==> src/rtl/mult_div_unit.sv <==
// mult_div_unit: iterative HI/LO multiply/divide unit for the MIPS datapath.
// Multiplies use shift-add, one multiplier bit per cycle. Divides use restoring
// division, one quotient bit per cycle. Both run on magnitudes; a final FIX
// cycle applies sign correction and writes HI/LO.
// Ports:
//   clk, reset        - clock, synchronous active-high reset
//   start, op         - begin operation (IDLE only); 00 MULT 01 MULTU 10 DIV 11 DIVU
//   operandA/B        - rs / rt values (multiplicand/dividend, multiplier/divisor)
//   hiWrite/loWrite   - MTHI / MTLO strobes, data from writeData (IDLE, no start)
//   busy, done        - operation in flight, one-cycle result pulse
//   hi, lo            - HI / LO registers
module mult_div_unit #(
    parameter int WIDTH = 32
) (
    input  logic             clk,
    input  logic             reset,
    input  logic             start,
    input  logic [1:0]       op,
    input  logic [WIDTH-1:0] operandA,
    input  logic [WIDTH-1:0] operandB,
    input  logic             hiWrite,
    input  logic             loWrite,
    input  logic [WIDTH-1:0] writeData,
    output logic             busy,
    output logic             done,
    output logic [WIDTH-1:0] hi,
    output logic [WIDTH-1:0] lo
);

    localparam int CW = (WIDTH > 1) ? $clog2(WIDTH) : 1;
    localparam logic [CW-1:0] LAST = CW'(WIDTH - 1);

    typedef enum logic [1:0] {IDLE, CALC, FIX} state_t;

    state_t               state_reg, state_next;
    logic [CW-1:0]        cnt_reg;
    logic [1:0]           op_reg;
    logic [WIDTH-1:0]     a_mag_reg, b_mag_reg, a_raw_reg;
    logic                 sign_a_reg, sign_b_reg, b_zero_reg;
    logic [2*WIDTH-1:0]   acc_reg;
    logic [WIDTH-1:0]     hi_reg, lo_reg;
    logic                 done_reg;

    // Operand magnitudes at start; sign bits only count for MULT/DIV.
    logic                 a_neg, b_neg;
    logic [WIDTH-1:0]     a_mag, b_mag;
    // One iteration step and the final sign-corrected result.
    logic [WIDTH:0]       mul_sum, div_shift, div_diff;
    logic [2*WIDTH-1:0]   acc_step, prod_fix;
    logic [WIDTH-1:0]     quot, rem, hi_fix, lo_fix;

    // State register
    always_ff @(posedge clk) begin
        if (reset) state_reg <= IDLE;
        else       state_reg <= state_next;
    end

    // Next-state logic
    always_comb begin
        state_next = state_reg;
        case (state_reg)
            IDLE:    if (start) state_next = CALC;
            CALC:    if (cnt_reg == LAST) state_next = FIX;
            FIX:     state_next = IDLE;
            default: state_next = IDLE;
        endcase
    end

    // Outputs
    always_comb begin
        busy = (state_reg != IDLE);
        done = done_reg;
        hi   = hi_reg;
        lo   = lo_reg;
    end

    always_comb begin
        a_neg = ~op[0] & operandA[WIDTH-1];
        b_neg = ~op[0] & operandB[WIDTH-1];
        a_mag = a_neg ? -operandA : operandA;
        b_mag = b_neg ? -operandB : operandB;
    end

    // acc_reg holds {partial product, multiplier} for multiplies and
    // {partial remainder, dividend -> quotient} for divides.
    always_comb begin
        mul_sum   = {1'b0, acc_reg[2*WIDTH-1:WIDTH]} + (acc_reg[0] ? {1'b0, a_mag_reg} : '0);
        div_shift = {acc_reg[2*WIDTH-1:WIDTH], acc_reg[WIDTH-1]};
        div_diff  = div_shift - {1'b0, b_mag_reg};
        if (!op_reg[1])
            acc_step = {mul_sum, acc_reg[WIDTH-1:1]};
        else if (!div_diff[WIDTH])
            acc_step = {div_diff[WIDTH-1:0], acc_reg[WIDTH-2:0], 1'b1};
        else
            acc_step = {div_shift[WIDTH-1:0], acc_reg[WIDTH-2:0], 1'b0};
    end

    always_comb begin
        prod_fix = (sign_a_reg ^ sign_b_reg) ? -acc_reg : acc_reg;
        quot     = acc_reg[WIDTH-1:0];
        rem      = acc_reg[2*WIDTH-1:WIDTH];
        if (!op_reg[1]) begin
            {hi_fix, lo_fix} = prod_fix;
        end else if (b_zero_reg) begin
            hi_fix = a_raw_reg;
            lo_fix = '1;
        end else begin
            // Quotient sign from operand signs; remainder follows dividend.
            lo_fix = (sign_a_reg ^ sign_b_reg) ? -quot : quot;
            hi_fix = sign_a_reg ? -rem : rem;
        end
    end

    // Datapath
    always_ff @(posedge clk) begin
        if (reset) begin
            cnt_reg    <= '0;
            done_reg   <= 1'b0;
            hi_reg     <= '0;
            lo_reg     <= '0;
            op_reg     <= 2'b00;
            a_mag_reg  <= '0;
            b_mag_reg  <= '0;
            a_raw_reg  <= '0;
            sign_a_reg <= 1'b0;
            sign_b_reg <= 1'b0;
            b_zero_reg <= 1'b0;
            acc_reg    <= '0;
        end else begin
            done_reg <= 1'b0;
            case (state_reg)
                IDLE: begin
                    if (start) begin
                        cnt_reg    <= '0;
                        op_reg     <= op;
                        a_mag_reg  <= a_mag;
                        b_mag_reg  <= b_mag;
                        a_raw_reg  <= operandA;
                        sign_a_reg <= a_neg;
                        sign_b_reg <= b_neg;
                        b_zero_reg <= (operandB == '0);
                        acc_reg    <= {{WIDTH{1'b0}}, (op[1] ? a_mag : b_mag)};
                    end else begin
                        if (hiWrite) hi_reg <= writeData;
                        if (loWrite) lo_reg <= writeData;
                    end
                end
                CALC: begin
                    acc_reg <= acc_step;
                    cnt_reg <= cnt_reg + 1'b1;
                end
                FIX: begin
                    hi_reg   <= hi_fix;
                    lo_reg   <= lo_fix;
                    done_reg <= 1'b1;
                end
                default: ;
            endcase
        end
    end

endmodule

==> config.mk <==
export PLATFORM = sky130hd
export DESIGN_NAME = mult_div_unit
export DESIGN_NICKNAME = d
export VERILOG_FILES = /design/src/rtl/mult_div_unit.sv
export SDC_FILE = /design/constraint.sdc
export NUM_CORES = 1
export LEC_CHECK = 0
export CORE_MARGIN = 2
export CORE_UTILIZATION = 45
export DETAILED_ROUTE_END_ITERATION = 10
export GPL_TIMING_DRIVEN = 0
export PLACE_DENSITY = 0.65
export SLEW_MARGIN = 5
export SYNTH_ARGS = -nofsm -noshare
export SYNTH_HDL_FRONTEND = slang
export SYNTH_SLANG_ARGS = --single-unit
==> constraint.sdc <==
create_clock -name clk -period 9.5 [get_ports clk]
set_clock_uncertainty 0.2 [all_clocks]
set_input_delay 2.375 -clock clk [delete_from_list [all_inputs] [get_ports clk]]
set_output_delay 2.375 -clock clk [all_outputs]
set_load 0.005 [all_outputs]
==> After elaboration in Yosys (flattened, before gate mapping) <==
Index checks and enable logic that the tools add are counted.
{ "totals": {"mem_count": 0, "in_bits": 103, "regBits": 237, "romBits": 0, "latchBits": 0, "ramBits": 0} }
{ "op_classes": {"n_addsub": 8, "magnitude_cmp": 0, "n_eq_ne": 8, "n_bitwise": 4, "n_reduce_logical": 10, "div": 0, "mul": 0, "n_shift": 0, "mux": 27} }
{ "ops": {"columns": ["cell", "count"], "rows": [
  ["two-way mux 32 bit", 14],
  ["two-way mux 64 bit", 4],
  ["negator 32 bit", 4],
  ["case mux 32 bit (2 select lines)", 2],
  ["case mux 64 bit (2 select lines)", 1],
  ["negator 64 bit", 1],
  ["adder 32 x 32 -> 33 bit", 1],
  ["subtractor 33 x 32 -> 33 bit", 1],
  ["zero test 32 bit", 1],
  ["!= test 2 bit (second input constant)", 5],
  ["case mux 5 bit (2 select lines)", 1],
  ["AND reduction 2 bit", 3],
  ["AND reduction 3 bit", 2],
  ["nonzero test 2 bit", 3],
  ["adder 5 x 1 -> 5 bit (second input constant)", 1],
  ["== test 5 bit (second input constant)", 1],
  ["two-way mux 5 bit", 1],
  ["two-way mux 2 bit", 2],
  ["case mux 2 bit (2 select lines)", 1],
  ["AND 1 bit", 2],
  ["== test 2 x 1 -> 1 bit (second input constant)", 1],
  ["== test 2 bit (second input constant)", 1],
  ["zero test 2 bit", 1],
  ["two-way mux 1 bit", 1],
  ["2 further kinds", 2]
]} }

==> Longest topological paths before layout <==
{ "depth": {"word_depth": 6, "depth_mapped": 15, "mapped_depth_nobuf": 13} }

==> Least setup slack after synthesis <==
Ideal clock, no wire load.
{ "synth_path": {"path_type": "in2reg", "start": "in operandB[7]", "end": "reg acc_reg[27]", "slack_ns": 4.526, "stages": 9, "setup_ns": 0.101, "arrival_ns": 4.673, "cell_sequence": "or4_1 > nor3_1 > nand3_1 > nand2b_1 > nor4_1 > nor2_1 > xnor2_1 > mux2_2 > o41ai_1"} }
{ "synth_via": {"elab_chain_len": 5} }
{ "synth_lines": {"columns": ["item", "line", "source"], "rows": [
  ["from (decl)", "20", "input logic [WIDTH-1:0] operandB,"],
  ["negator 32 bit", "81", "b_mag = b_neg ? -operandB : operandB;"],
  ["two-way mux 32 bit", "81", null],
  ["two-way mux 32 bit", "142", "acc_reg <= {{WIDTH{1'b0}}, (op[1] ? a_mag : b_mag)};"],
  ["two-way mux 64 bit", "133", "if (start) begin"],
  ["case mux 64 bit (2 select lines)", "131", "case (state_reg)"],
  ["to (signal assigned)", "142", null],
  ["to (signal assigned)", "149", "acc_reg <= acc_step;"],
  ["to (decl)", "40", "logic [2*WIDTH-1:0] acc_reg;"]
]} }
No other way between the ends. The select of a mux whose other input is x is not followed.
A chain may end at the register's enable or synchronous reset.

==> Worst setup path after layout <==
{ "layout_path": {"start": "in operandB[5]", "end": "reg acc_reg[27]"} }
Same word-level chain as after synthesis.

==> PnR_summary.wiki <==
{| class="wikitable"
! Metric !! Value
|-
| Result of the run || finished, final reports clean
|-
| EDFF count, synth || 0
|-
| Crit path required time || 9800 ps
|-
| Final number of max-transition violations || 0
|-
| Area share of the largest cell type after synthesis || between 20% and 30%
|-
| Number of buffers inserted by port buffering || about 170
|-
| Core occupancy in the finished layout || 53.9%
|-
| Lkg Pwr || approximately 8 nW
|-
| Gr ovfl total || 0
|-
| Worst hold slack across all endpoints || 253 ps
|-
| Via count of the first global-routing pass || around 19k
|-
| Kind of critical path || in2reg
|-
| Combined flip-flop and latch cell area || 4700 µm²
|-
| Arrival time at the worst endpoint || 5730 ps
|-
| Mean cell area of the mapped netlist || between 7 and 8 µm²
|-
| Post-layout min period || 5440 ps
|-
| Final hold vios || 0
|-
| Origin of the critical flop-to-flop path || acc_reg[0]$_SDFFE_PP0P_
|-
| Cell chain of the critical path || clkdlybuf4s50_1 -> or4_1 -> nor3_1 -> nand3_1 -> nand2b_1 -> nor4_1 -> nor2_1 -> xnor2_1 -> mux2_2 -> o41ai_1
|-
| Resized Gates After CTS || 0
|-
| Number of antenna violations at the first check in global routing || 3
|-
| Total vias in the final route || around 20k
|-
| Master of the slowest instance on the critical path || sky130_fd_sc_hd__or4_1
|-
| Share of cells above drive strength 1 || 4.32%
|-
| Layout filler cell count || 3788
|-
| Worst-path clk slew || around 70 ps
|-
| Max Cap Viol || 0
|-
| Clk_lat worst skew || 590 ps
|-
| Crit path launch || operandB[5]
|-
| Hold_sp || a_mag_reg[31]$_SDFFE_PP0P_
|-
| Number of clock buffers inserted by TritonCTS || 28
|-
| Synth top area cells || sky130_fd_sc_hd__dfxtp_1 27%, sky130_fd_sc_hd__a21oi_1 7.0%, sky130_fd_sc_hd__nand2_1 6.0%
|-
| Count of unresolved DRC violations after routing || 0
|-
| Die ar. || between 40000 and 50000 µm²
|-
| Site Rows || 72
|-
| Area of the mapped netlist || between 15000 and 20000 µm²
|-
| CTS Hold Bufs || 0
|-
| Power Density || 153 nW/µm²
|-
| Most frequently used flop master after synthesis || sky130_fd_sc_hd__dfxtp_1
|-
| Fraction of registers with async set or reset after synthesis || 0%
|-
| Unique cell type count in the Yosys netlist || 87
|-
| Violation count after the first detailed-routing iteration || 2556
|-
| Leading post-synthesis cells by instance count || 280 x sky130_fd_sc_hd__nand2_1, 247 x sky130_fd_sc_hd__a21oi_1, 244 x sky130_fd_sc_hd__nor2_1, 235 x sky130_fd_sc_hd__dfxtp_1, 150 x sky130_fd_sc_hd__clkbuf_1
|-
| Synthesized net count || 2553
|-
| Synth warn || 0
|-
| Relative area change from synthesis to final layout || 18.3%
|-
| Largest net degree at the start of global routing || 15
|-
| Buffer depth of the longest clock path || 3
|-
| Worst Max-Slew Pin Slew || 1260 ps
|-
| Avg WL per Cell || 27.2 µm
|-
| Mean number of vias per cell || about 6.4
|-
| Core Box Area || 38600 µm²
|-
| Routability Congestion || approximately 1.0
|-
| RSZ-0062 raised after global routing || false
|-
| Flip-flop and latch count after synthesis || between 200 and 250
|-
| Wire length of the first global-routing pass || 122000 µm
|-
| Clock H-tree levels || 1
|-
| Maximum frequency from static timing analysis || 184 MHz
|-
| Final antenna-violating net count || 0
|-
| Element type at the critical path end || flop
|-
| Largest area contributor in the netlist || sky130_fd_sc_hd__dfxtp_1
|-
| Overall die width || 202 µm
|-
| Maximum resistive drop on vdd || 0.128 mV
|-
| Clock tree from TritonCTS || yes
|-
| HPWL after detailed placement || 68400 µm
|-
| Part of the cycle the worst path needs || 57.2%
|-
| Largest fanout on the critical path || 5
|-
| Most repeated cell in the gate-level netlist after synthesis || sky130_fd_sc_hd__nand2_1
|-
| Largest stage delay, worst path || around 560 ps
|-
| Slew HR || 14.0%
|-
| GRT Overall Usage || 40.3%
|-
| Seq/Total Area, Yosys || 26.7%
|-
| Vertical extent of the die || 202 µm
|-
| Startpoint type of the worst setup path || input port
|-
| Gate count after technology mapping || 2378
|-
| Number of sinks driven by the clock tree || between 200 and 250
|-
| Number of flip-flops under the largest register name || between 60 and 70
|-
| Area taken by multi-input logic gates || between 10000 and 15000 µm²
|-
| Total of endpoints with negative setup slack in the final report || 0
|-
| Total routed wirelength || 84700 µm
|-
| Worst min-delay path class || reg2reg
|-
| Setup TNS after final layout || 0 ps
|-
| Final Cell Area || 20800 µm²
|-
| Number of ports placed on the die boundary || about 170
|-
| Iteration count of the initial detailed-routing pass || 9
|-
| Final #Nets || 2750
|-
| Initial standard-cell utilization of the core || 45.5%
|-
| Post-CTS setup buffers || 0
|-
| Placed instance area || 19900 µm²
|-
| Clock root buffer || sky130_fd_sc_hd__clkbuf_16
|}
==> worst paths after layout <==
| check | end | slack [ps] | cells after the start |
|---|---|---|---|
| min reg2reg | a_mag_reg[31]$_SDFFE_PP0P_ | 250 | 2 |
| max | acc_reg[27]$_SDFFE_PP0P_ | 4060 | 10 |
| max reg2reg | acc_reg[61]$_SDFFE_PP0P_ | 4780 | 15 |
| min | a_mag_reg[31]$_SDFFE_PP0P_ | 250 | 2 |
==> critical path, delay by kind of cell <==
kind            cells  cell delay, ps
buf+inv             1             500
xor+xnor            1             220
simple gates        6            2100
compound gates      1             220
mux                 1             310
==> cells by family after synthesis <==
logic type | count (synthesis) | synth area share, %
muxes | 43 | 2.49
adders and majority gates | 72 | 5.20
and+or+nand+nor | 815 | 21.9
AOI/OAI and AO/OA | 775 | 28.6
xor gates and xnor gates | 187 | 9.35
buffers and inverters | 251 | 5.77
DFF | 235 | 26.7
==> report_power, final <==
group / switching (mW) / internal, mW
Sequential: 0.0672 / 1.05
Clock: 0.458 / 0.629
Combinational: 0.641 / 0.345
Total: 1.17 / 2.03
==> cells in the final DEF, fill, tap and decap left out, types with 15 or more instances in the layout <==
cell / count
sky130_fd_sc_hd__a221oi_1: 19
sky130_fd_sc_hd__xor2_1: 97
sky130_fd_sc_hd__nand2b_1: 15
sky130_fd_sc_hd__a211oi_1: 106
sky130_fd_sc_hd__o21a_1: 15
sky130_fd_sc_hd__clkbuf_16: 28
sky130_fd_sc_hd__nor3_1: 54
sky130_fd_sc_hd__a21o_1: 35
sky130_fd_sc_hd__mux2i_1: 37
sky130_fd_sc_hd__a22oi_1: 17
sky130_fd_sc_hd__o211ai_1: 25
sky130_fd_sc_hd__dfxtp_1: 235
sky130_fd_sc_hd__inv_1: 59
sky130_fd_sc_hd__nor2b_1: 16
sky130_fd_sc_hd__and2_1: 40
sky130_fd_sc_hd__nand3_1: 26
sky130_fd_sc_hd__a21oi_1: 247
sky130_fd_sc_hd__nor4_1: 24
sky130_fd_sc_hd__clkdlybuf4s50_1: 167
sky130_fd_sc_hd__nand4_1: 15
sky130_fd_sc_hd__clkbuf_1: 156
sky130_fd_sc_hd__nor2_1: 244
sky130_fd_sc_hd__buf_2: 22
sky130_fd_sc_hd__or3_1: 26
sky130_fd_sc_hd__o221ai_1: 43
sky130_fd_sc_hd__nand2_1: 280
sky130_fd_sc_hd__o22ai_1: 16
sky130_fd_sc_hd__o31ai_1: 18
sky130_fd_sc_hd__o21ai_0: 124
sky130_fd_sc_hd__ha_1: 70
sky130_fd_sc_hd__a31oi_1: 22
sky130_fd_sc_hd__xnor2_1: 89
sky130_fd_sc_hd__and3_1: 20
==> layer usage <==
| metal | wire, µm | part of all wire, % | vias up | global-route usage, % |
|---|---|---|---|---|
| met2 | 36000 | 43 | 1206 | 61.3 |
| met3 | 9980 | 12 | 195 | 9.04 |
| met1 | 35800 | 42 | 9621 | 56.6 |
| met5 | 12 | 0.014 | - | 0 |
| li1 | - | - | 9024 | - |
| met4 | 2910 | 3.4 | 2 | 12.7 |
==> through the flow <==
step | total power [mW] | instances | setup WS [ps]
floorplan | 1.70 | 2378 | 4530
global placement | 2.08 | 3063 | 3600
detailed placement | 2.08 | 3063 | 3490
CTS | 3.15 | 3108 | 4090
global route | 3.29 | 3108 | 3660
finish | 3.19 | 3109 | 4060
==> final cells by class <==
class                      instances  area share (%)
multi-input combinational       1892            57.1
sequential                       235            22.6
timing repair buffer             167            8.03
clock buffer                      39            3.81
buffer                           190            3.78
tap                              518            3.11
inverter                          61            1.10
clock inverter                     6           0.481
antenna                            1          0.0120
Power figures use the tool's default switching activity.
